$ cat config.mk
export PLATFORM = sky130hd
export DESIGN_NAME = wishbone_master_axis_burst
export DESIGN_NICKNAME = d
export VERILOG_FILES = /design/src/rtl/wishbone_master_axis_burst.sv
export SDC_FILE = /design/constraint.sdc
export NUM_CORES = 1
export LEC_CHECK = 0
export ABC_CLOCK_PERIOD_IN_PS = 2600
export CELL_PAD_IN_SITES_DETAIL_PLACEMENT = 0
export CELL_PAD_IN_SITES_GLOBAL_PLACEMENT = 1
export CORE_UTILIZATION = 30
export CTS_BUF_LIST = sky130_fd_sc_hd__clkbuf_8
export CTS_CLUSTER_DIAMETER = 40
export CTS_CLUSTER_SIZE = 16
export DETAILED_ROUTE_END_ITERATION = 10
export GPL_ROUTABILITY_DRIVEN = 1
export GPL_TIMING_DRIVEN = 0
export PLACE_DENSITY_LB_ADDON = 0.1
export SLEW_MARGIN = 40
export SYNTH_ARGS = -nofsm -noshare
export SYNTH_HDL_FRONTEND = slang
export SYNTH_SLANG_ARGS = --single-unit
$ cat constraint.sdc
create_clock -name clk -period 2.6 [get_ports clk]
set_input_delay 0.39 -clock clk [delete_from_list [all_inputs] [get_ports clk]]
set_output_delay 0.39 -clock clk [all_outputs]
set_load 0.03 [all_outputs]
$ cat src/rtl/wishbone_master_axis_burst.sv
// Byte-stream command parser driving single/burst Wishbone classic cycles.
// Responses (ACK, read data, status) return on an 8-bit AXI-Stream master.
module wishbone_master_axis_burst #(
    parameter int ADDR_WIDTH     = 32,
    parameter int DATA_WIDTH     = 32,
    parameter int TIMEOUT_CYCLES = 1000
) (
    input  logic                    clk,
    input  logic                    rst_n,
    input  logic [7:0]              s_axis_tdata,
    input  logic                    s_axis_tvalid,
    output logic                    s_axis_tready,
    input  logic                    s_axis_tlast,
    output logic [7:0]              m_axis_tdata,
    output logic                    m_axis_tvalid,
    input  logic                    m_axis_tready,
    output logic                    m_axis_tlast,
    output logic [ADDR_WIDTH-1:0]   wb_adr_o,
    output logic [DATA_WIDTH-1:0]   wb_dat_o,
    input  logic [DATA_WIDTH-1:0]   wb_dat_i,
    output logic                    wb_we_o,
    output logic                    wb_stb_o,
    output logic                    wb_cyc_o,
    output logic [DATA_WIDTH/8-1:0] wb_sel_o,
    input  logic                    wb_ack_i,
    input  logic                    wb_err_i
);

    localparam int NB = DATA_WIDTH / 8;
    localparam int AB = ADDR_WIDTH / 8;
    localparam logic [15:0] TO_LAST = 16'(TIMEOUT_CYCLES - 1);

    typedef enum logic [3:0] {
        S_IDLE, S_CMD_ACK, S_ADDR, S_LEN, S_WDATA,
        S_WB, S_RDATA, S_DRAIN, S_STATUS
    } state_t;

    state_t                  state_q;
    logic                    wr_q;
    logic                    fix_q;
    logic                    bad_q;
    logic [ADDR_WIDTH-1:0]   adr_q;
    logic [DATA_WIDTH-1:0]   dat_q;
    logic [DATA_WIDTH-1:0]   rdat_q;
    logic [15:0]             len_q;
    logic [15:0]             cnt_q;
    logic [15:0]             to_q;
    logic [3:0]              bcnt_q;
    logic [7:0]              status_q;
    logic                    cyc_q;

    logic                    s_fire_d;
    logic [15:0]             len_d;
    logic [15:0]             cnt_inc_d;
    logic                    last_word_d;
    logic                    last_adr_byte_d;
    logic                    last_dat_byte_d;
    logic [7:0]              m_tdata_d;
    logic                    unused_tlast;

    assign unused_tlast = s_axis_tlast;

    assign s_axis_tready = rst_n && (state_q inside
        {S_IDLE, S_ADDR, S_LEN, S_WDATA, S_DRAIN});
    assign s_fire_d        = s_axis_tvalid && s_axis_tready;
    assign len_d           = {len_q[7:0], s_axis_tdata};
    assign cnt_inc_d       = cnt_q + 16'd1;
    assign last_word_d     = (cnt_inc_d == len_q);
    assign last_adr_byte_d = (bcnt_q == 4'(AB - 1));
    assign last_dat_byte_d = (bcnt_q == 4'(NB - 1));

    always_comb begin
        m_tdata_d = 8'h00;
        unique case (state_q)
            S_CMD_ACK: m_tdata_d = 8'hA5;
            S_RDATA:   m_tdata_d = rdat_q[DATA_WIDTH-1 -: 8];
            S_STATUS:  m_tdata_d = status_q;
            default:   m_tdata_d = 8'h00;
        endcase
    end

    assign m_axis_tdata  = m_tdata_d;
    assign m_axis_tvalid = state_q inside {S_CMD_ACK, S_RDATA, S_STATUS};
    assign m_axis_tlast  = (state_q == S_STATUS);

    assign wb_adr_o = adr_q;
    assign wb_dat_o = dat_q;
    assign wb_cyc_o = cyc_q;
    assign wb_stb_o = cyc_q;
    assign wb_we_o  = cyc_q && wr_q;
    assign wb_sel_o = '1;

    always_ff @(posedge clk or negedge rst_n) begin
        if (!rst_n) begin
            state_q  <= S_IDLE;
            wr_q     <= 1'b0;
            fix_q    <= 1'b0;
            bad_q    <= 1'b0;
            adr_q    <= '0;
            dat_q    <= '0;
            rdat_q   <= '0;
            len_q    <= '0;
            cnt_q    <= '0;
            to_q     <= '0;
            bcnt_q   <= '0;
            status_q <= 8'h00;
            cyc_q    <= 1'b0;
        end else begin
            unique case (state_q)
                S_IDLE: if (s_fire_d) begin
                    wr_q    <= s_axis_tdata[0];
                    fix_q   <= s_axis_tdata[1];
                    bad_q   <= |s_axis_tdata[7:2];
                    state_q <= S_CMD_ACK;
                end
                S_CMD_ACK: if (m_axis_tready) begin
                    bcnt_q <= '0;
                    if (bad_q) begin
                        status_q <= 8'hFD;
                        state_q  <= S_STATUS;
                    end else begin
                        state_q <= S_ADDR;
                    end
                end
                S_ADDR: if (s_fire_d) begin
                    adr_q <= (adr_q << 8) | ADDR_WIDTH'(s_axis_tdata);
                    if (last_adr_byte_d) begin
                        bcnt_q  <= '0;
                        state_q <= S_LEN;
                    end else begin
                        bcnt_q <= bcnt_q + 4'd1;
                    end
                end
                S_LEN: if (s_fire_d) begin
                    len_q <= len_d;
                    if (bcnt_q[0]) begin
                        bcnt_q <= '0;
                        cnt_q  <= '0;
                        if (len_d == 16'd0) begin
                            status_q <= 8'h01;
                            state_q  <= S_STATUS;
                        end else if (wr_q) begin
                            state_q <= S_WDATA;
                        end else begin
                            cyc_q   <= 1'b1;
                            to_q    <= '0;
                            state_q <= S_WB;
                        end
                    end else begin
                        bcnt_q <= 4'd1;
                    end
                end
                S_WDATA: if (s_fire_d) begin
                    dat_q <= (dat_q << 8) | DATA_WIDTH'(s_axis_tdata);
                    if (last_dat_byte_d) begin
                        bcnt_q  <= '0;
                        cyc_q   <= 1'b1;
                        to_q    <= '0;
                        state_q <= S_WB;
                    end else begin
                        bcnt_q <= bcnt_q + 4'd1;
                    end
                end
                S_WB: begin
                    // err outranks ack; timeout only when neither arrives
                    if (wb_err_i || (!wb_ack_i && to_q == TO_LAST)) begin
                        cyc_q    <= 1'b0;
                        cnt_q    <= cnt_inc_d;
                        status_q <= wb_err_i ? 8'hFF : 8'hFE;
                        if (wr_q && !last_word_d) begin
                            state_q <= S_DRAIN;
                        end else begin
                            state_q <= S_STATUS;
                        end
                    end else if (wb_ack_i) begin
                        cyc_q <= 1'b0;
                        cnt_q <= cnt_inc_d;
                        if (!fix_q) begin
                            adr_q <= adr_q + ADDR_WIDTH'(NB);
                        end
                        if (!wr_q) begin
                            rdat_q  <= wb_dat_i;
                            state_q <= S_RDATA;
                        end else if (last_word_d) begin
                            status_q <= 8'h01;
                            state_q  <= S_STATUS;
                        end else begin
                            state_q <= S_WDATA;
                        end
                    end else begin
                        to_q <= to_q + 16'd1;
                    end
                end
                S_RDATA: if (m_axis_tready) begin
                    rdat_q <= rdat_q << 8;
                    if (last_dat_byte_d) begin
                        bcnt_q <= '0;
                        if (cnt_q == len_q) begin
                            status_q <= 8'h01;
                            state_q  <= S_STATUS;
                        end else begin
                            cyc_q   <= 1'b1;
                            to_q    <= '0;
                            state_q <= S_WB;
                        end
                    end else begin
                        bcnt_q <= bcnt_q + 4'd1;
                    end
                end
                S_DRAIN: if (s_fire_d) begin
                    if (last_dat_byte_d) begin
                        bcnt_q <= '0;
                        cnt_q  <= cnt_inc_d;
                        if (last_word_d) begin
                            state_q <= S_STATUS;
                        end
                    end else begin
                        bcnt_q <= bcnt_q + 4'd1;
                    end
                end
                S_STATUS: if (m_axis_tready) begin
                    state_q <= S_IDLE;
                end
                default: state_q <= S_IDLE;
            endcase
        end
    end

endmodule

==> impl_metrics.py <==
metrics = {
    "pwr": {
        "p_clk_share_pct": 17.1,
        "switchingPower_uw": 4890,
        "p_leak_uw": 0.00483,
        "ir_drop_v": 0.000389,
        "pwr-share-seq_pct": 37.3,
        "p_sw_share_pct": 44.1,
        "p_comb_share_pct": 45.6,
        "internal_power_uw": 6200,
        "power.density_nw_per_um2": 954,
    },
    "clock_network": {
        "cts_sinks": 159,
        "numCtsBuffers": 17,
        "cts_tree": "built",
        "clkTransAtPathRegs_ns": 0.11,
        "cts_root_buffer": "clkbuf_8",
        "clock_path_buffers": 2,
        "clock_latency_ns": 0.47,
        "h-tree-depth": 4,
    },
    "timing": {
        "fmax_mhz": 374,
        "rsz0062_at_grt": "true",
        "slew_headroom_pct": 58.2,
        "fin_crit_sh_pct": 103,
        "fin_setup_tns_ns": -0.103,
        "layout_setup_ws_ns": -0.0749,
        "hold_viol_final": 0,
        "fin_skew_ns": 0.0249,
        "worst_slew_pin_slew_ns": 0.626,
        "fin_crit_ns": 2.67,
        "maxSlewViolCount": 0,
        "setup_viol_count_final": 2,
    },
    "yosys": {
        "ys_seq_area_share_pct": 45.2,
        "yosysWarnings": 0,
        "synthCells": 970,
        "synth_top_area_cell": "dfrtp_1",
        "synth_top_area_share_pct": 45.2,
        "synth_area_sq_um": 8810,
        "synth_edf_count": 0,
        "ys_top_cells_by_area": "dfrtp_1 (45%), mux2_2 (6.9%), nand2_1 (5.5%), o21ai_0 (4.6%), a21oi_1 (3.8%)",
        "synth_commonest_cells": "dfrtp_1 (159), nand2_1 (128), o21ai_0 (81)",
        "syn-mean-instance-area_sq_um": 9.08,
        "post-synth-top-count-cell": "dfrtp_1",
        "ys.flop_type": "dfrtp_1",
        "ys_ff_latch": 159,
        "synthArstFlopShare_pct": 100,
        "synth_cell_types": 72,
    },
    "global_routing": {
        "grt_pass1_vias": 8094,
        "grt_remaining_overflow": 0,
        "antenna_found_initial": 0,
        "grtUsageTotal_pct": 19.5,
        "grt_max_degree": 65,
        "grt_pass1_wl_um": 46500,
    },
    "place": {
        "dpl_worst_slack_ns": -0.807,
        "hpwlAfterDp_um": 20300,
        "gp_congestion": 0.850,
        "port_buffers": 123,
    },
    "critical_path": {
        "crit_path_end_kind": "flip-flop",
        "worstRegToRegCells": 7,
        "required_ns": 2.96,
        "cp_common_cell": "or4_4",
        "slowest_delay_ns": 0.56,
        "worstReg2RegStart": "cnt_q[6]$_DFFE_PN0P_",
        "cp_cell_sequence": "xor2_4, or4_4, nor4_4, a21oi_2, or4_4, o21bai_1, a21o_1",
        "r2r_setup_slack_ns": -0.07,
        "path_buf_inv": 0,
        "crit_path_end": "status_q[1]$_DFFE_PN0P_",
        "crit_start": "cnt_q[6]$_DFFE_PN0P_",
        "worstPathArrival_ns": 3.03,
        "start_kind": "flip-flop",
        "worst-path-stages": 7,
        "path_delay_family": "simple AND/OR/NAND/NOR gates",
        "crit_type": "flip-flop to flip-flop",
        "critical_path.max_fanout": 5,
        "slowest_stage": "or4_4",
        "r2r_end": "status_q[1]$_DFFE_PN0P_",
    },
    "drt": {
        "routed_wl_um": 28900,
        "drc": 0,
        "postRouteAntennaNets": 0,
        "dr_total_vias": 8137,
        "firstDrtPassIters": 4,
        "viasPerCell": 5.28,
        "post_drt_wl_per_cell_um": 18.7,
        "drt-initial-drc-count": 486,
    },
    "finish": {
        "num_antenna_cells": 0,
        "area_growth_pct": 32.0,
        "drive_above_1_share_pct": 20.7,
        "fin_nets": 1196,
    },
    "die": {
        "io-pin-count": 129,
        "rows": 62,
        "core-area_sq_um": 28800,
        "die_x_um": 173,
        "initial_utilization_pct": 30.6,
        "die_area_sq_um": 30100,
        "die_h_um": 173,
    },
    "flow_run": {
        "maxCapViolations": 0,
    },
    "run_status": {
        "violations": "negative setup slack",
        "status": "complete, but fails checks",
    },
    "min_path": {
        "min_path_type": "input pin to asynchronous set/reset pin",
    },
}
==> power groups by stage <==
stage	Clock (uW)	Sequential (uW)	Combinational (uW)
5_1_grt	2070	4260	5480
2_1_floorplan	0	4460	2520
3_3_place_gp	0	4170	4760
4_1_cts	1970	4140	4920
3_5_place_dp	0	4170	4790
6_report	1900	4140	5060
==> flip-flops by register name (all words and copies together) (netlist names), 3 cells and up <==
name,count
bcnt_q,4
cnt_q,16
len_q,16
status_q,3
state_q,4
rdat_q,32
to_q,16
wb_dat_o,32
wb_adr_o,32
==> final cells by class <==
class,count,area [sq um]
Fill cell,2907,17200
Multi-Input combinational cell,722,4640
Sequential cell,159,3990
Timing Repair Buffer,161,1610
Tap cell,384,480
Buffer,62,429
Clock buffer,17,234
Clock inverter,15,158
Inverter,22,82.6
==> placed cells by master (no fill, tap or decap), types with 13 or more instances in the layout <==
master and instances:
a31oi_1 33, clkbuf_2 17, nor2_1 62, buf_4 39, mux2_2 54, o22ai_1 16, o21ai_0 75, clkbuf_1 13
clkbuf_8 22, o31ai_1 18, dfrtp_1 149, inv_1 20, nand3_1 47, clkdlybuf4s50_1 111, a21oi_1 67, nand2_1 125
==> timing repair <==
action / 4_1_cts / 5_1_grt
hold buffers: 6 / 0
pin swaps: 13 / 7
endpoints found under the setup margin: 146 / 99
hold endpoints to repair: 33 / 0
resized for setup: 108 / 68
gates cloned: 0 / 1
setup buffers: 17 / 12
==> per-stage QoR <==
stage          instances  cell area [sq um]  utilization (%)  hold WS [ns]  power (uW)
2_1_floorplan        973               8830                -        0.0944        6980
3_3_place_gp        1480              10500             36.6         0.488        8930
3_5_place_dp        1482              10600             36.9         0.291        8960
4_1_cts             1533              11400             39.6        0.0414       11000
5_1_grt             1542              11600             40.4        0.0420       11800
6_report            1542              11600             40.4        0.0509       11100
==> worst register-to-register path, stage by stage (launching register included) <==
cell,delay (ns)
dfrtp_2,0.47
xor2_4,0.19
or4_4,0.54
nor4_4,0.33
a21oi_2,0.12
or4_4,0.56
o21bai_1,0.17
a21o_1,0.18
==> routing by layer <==
| layer | global-route usage, % | wire (um) | vias to the layer above |
|---|---|---|---|
| met5 | 0 | 0 | - |
| met4 | 5.13 | 412 | 0 |
| met3 | 2.98 | 1060 | 27 |
| met2 | 30.9 | 13500 | 182 |
| met1 | 27.6 | 13900 | 4025 |
| li1 | - | - | 3903 |
==> cells by family after synthesis <==
family	synth area share (%)
compound gates	19.6
xor+xnor	1.96
fa+ha+maj	0.568
buf+inv	4.99
flops	45.2
mux	7.70
other cells	0.0426
simple gates	20.0
==> worst min path at each step <==
stage	startpoint	end	slack, ns	cells past startpoint
after floorplan	rst_n	bad_q$_DFFE_PN0P_	0.09	0
after global placement	wb_dat_o[24]$_DFFE_PN0P_	wb_dat_o[24]$_DFFE_PN0P_	0.49	1
after detailed placement	rst_n	wb_dat_o[28]$_DFFE_PN0P_	0.29	1
after CTS	rst_n	wb_dat_o[29]$_DFFE_PN0P_	0.04	3
after global routing	rst_n	wb_dat_o[21]$_DFFE_PN0P_	0.04	3
final	rst_n	wb_dat_o[21]$_DFFE_PN0P_	0.05	3
No activity file was read; power rests on OpenSTA's default activity.
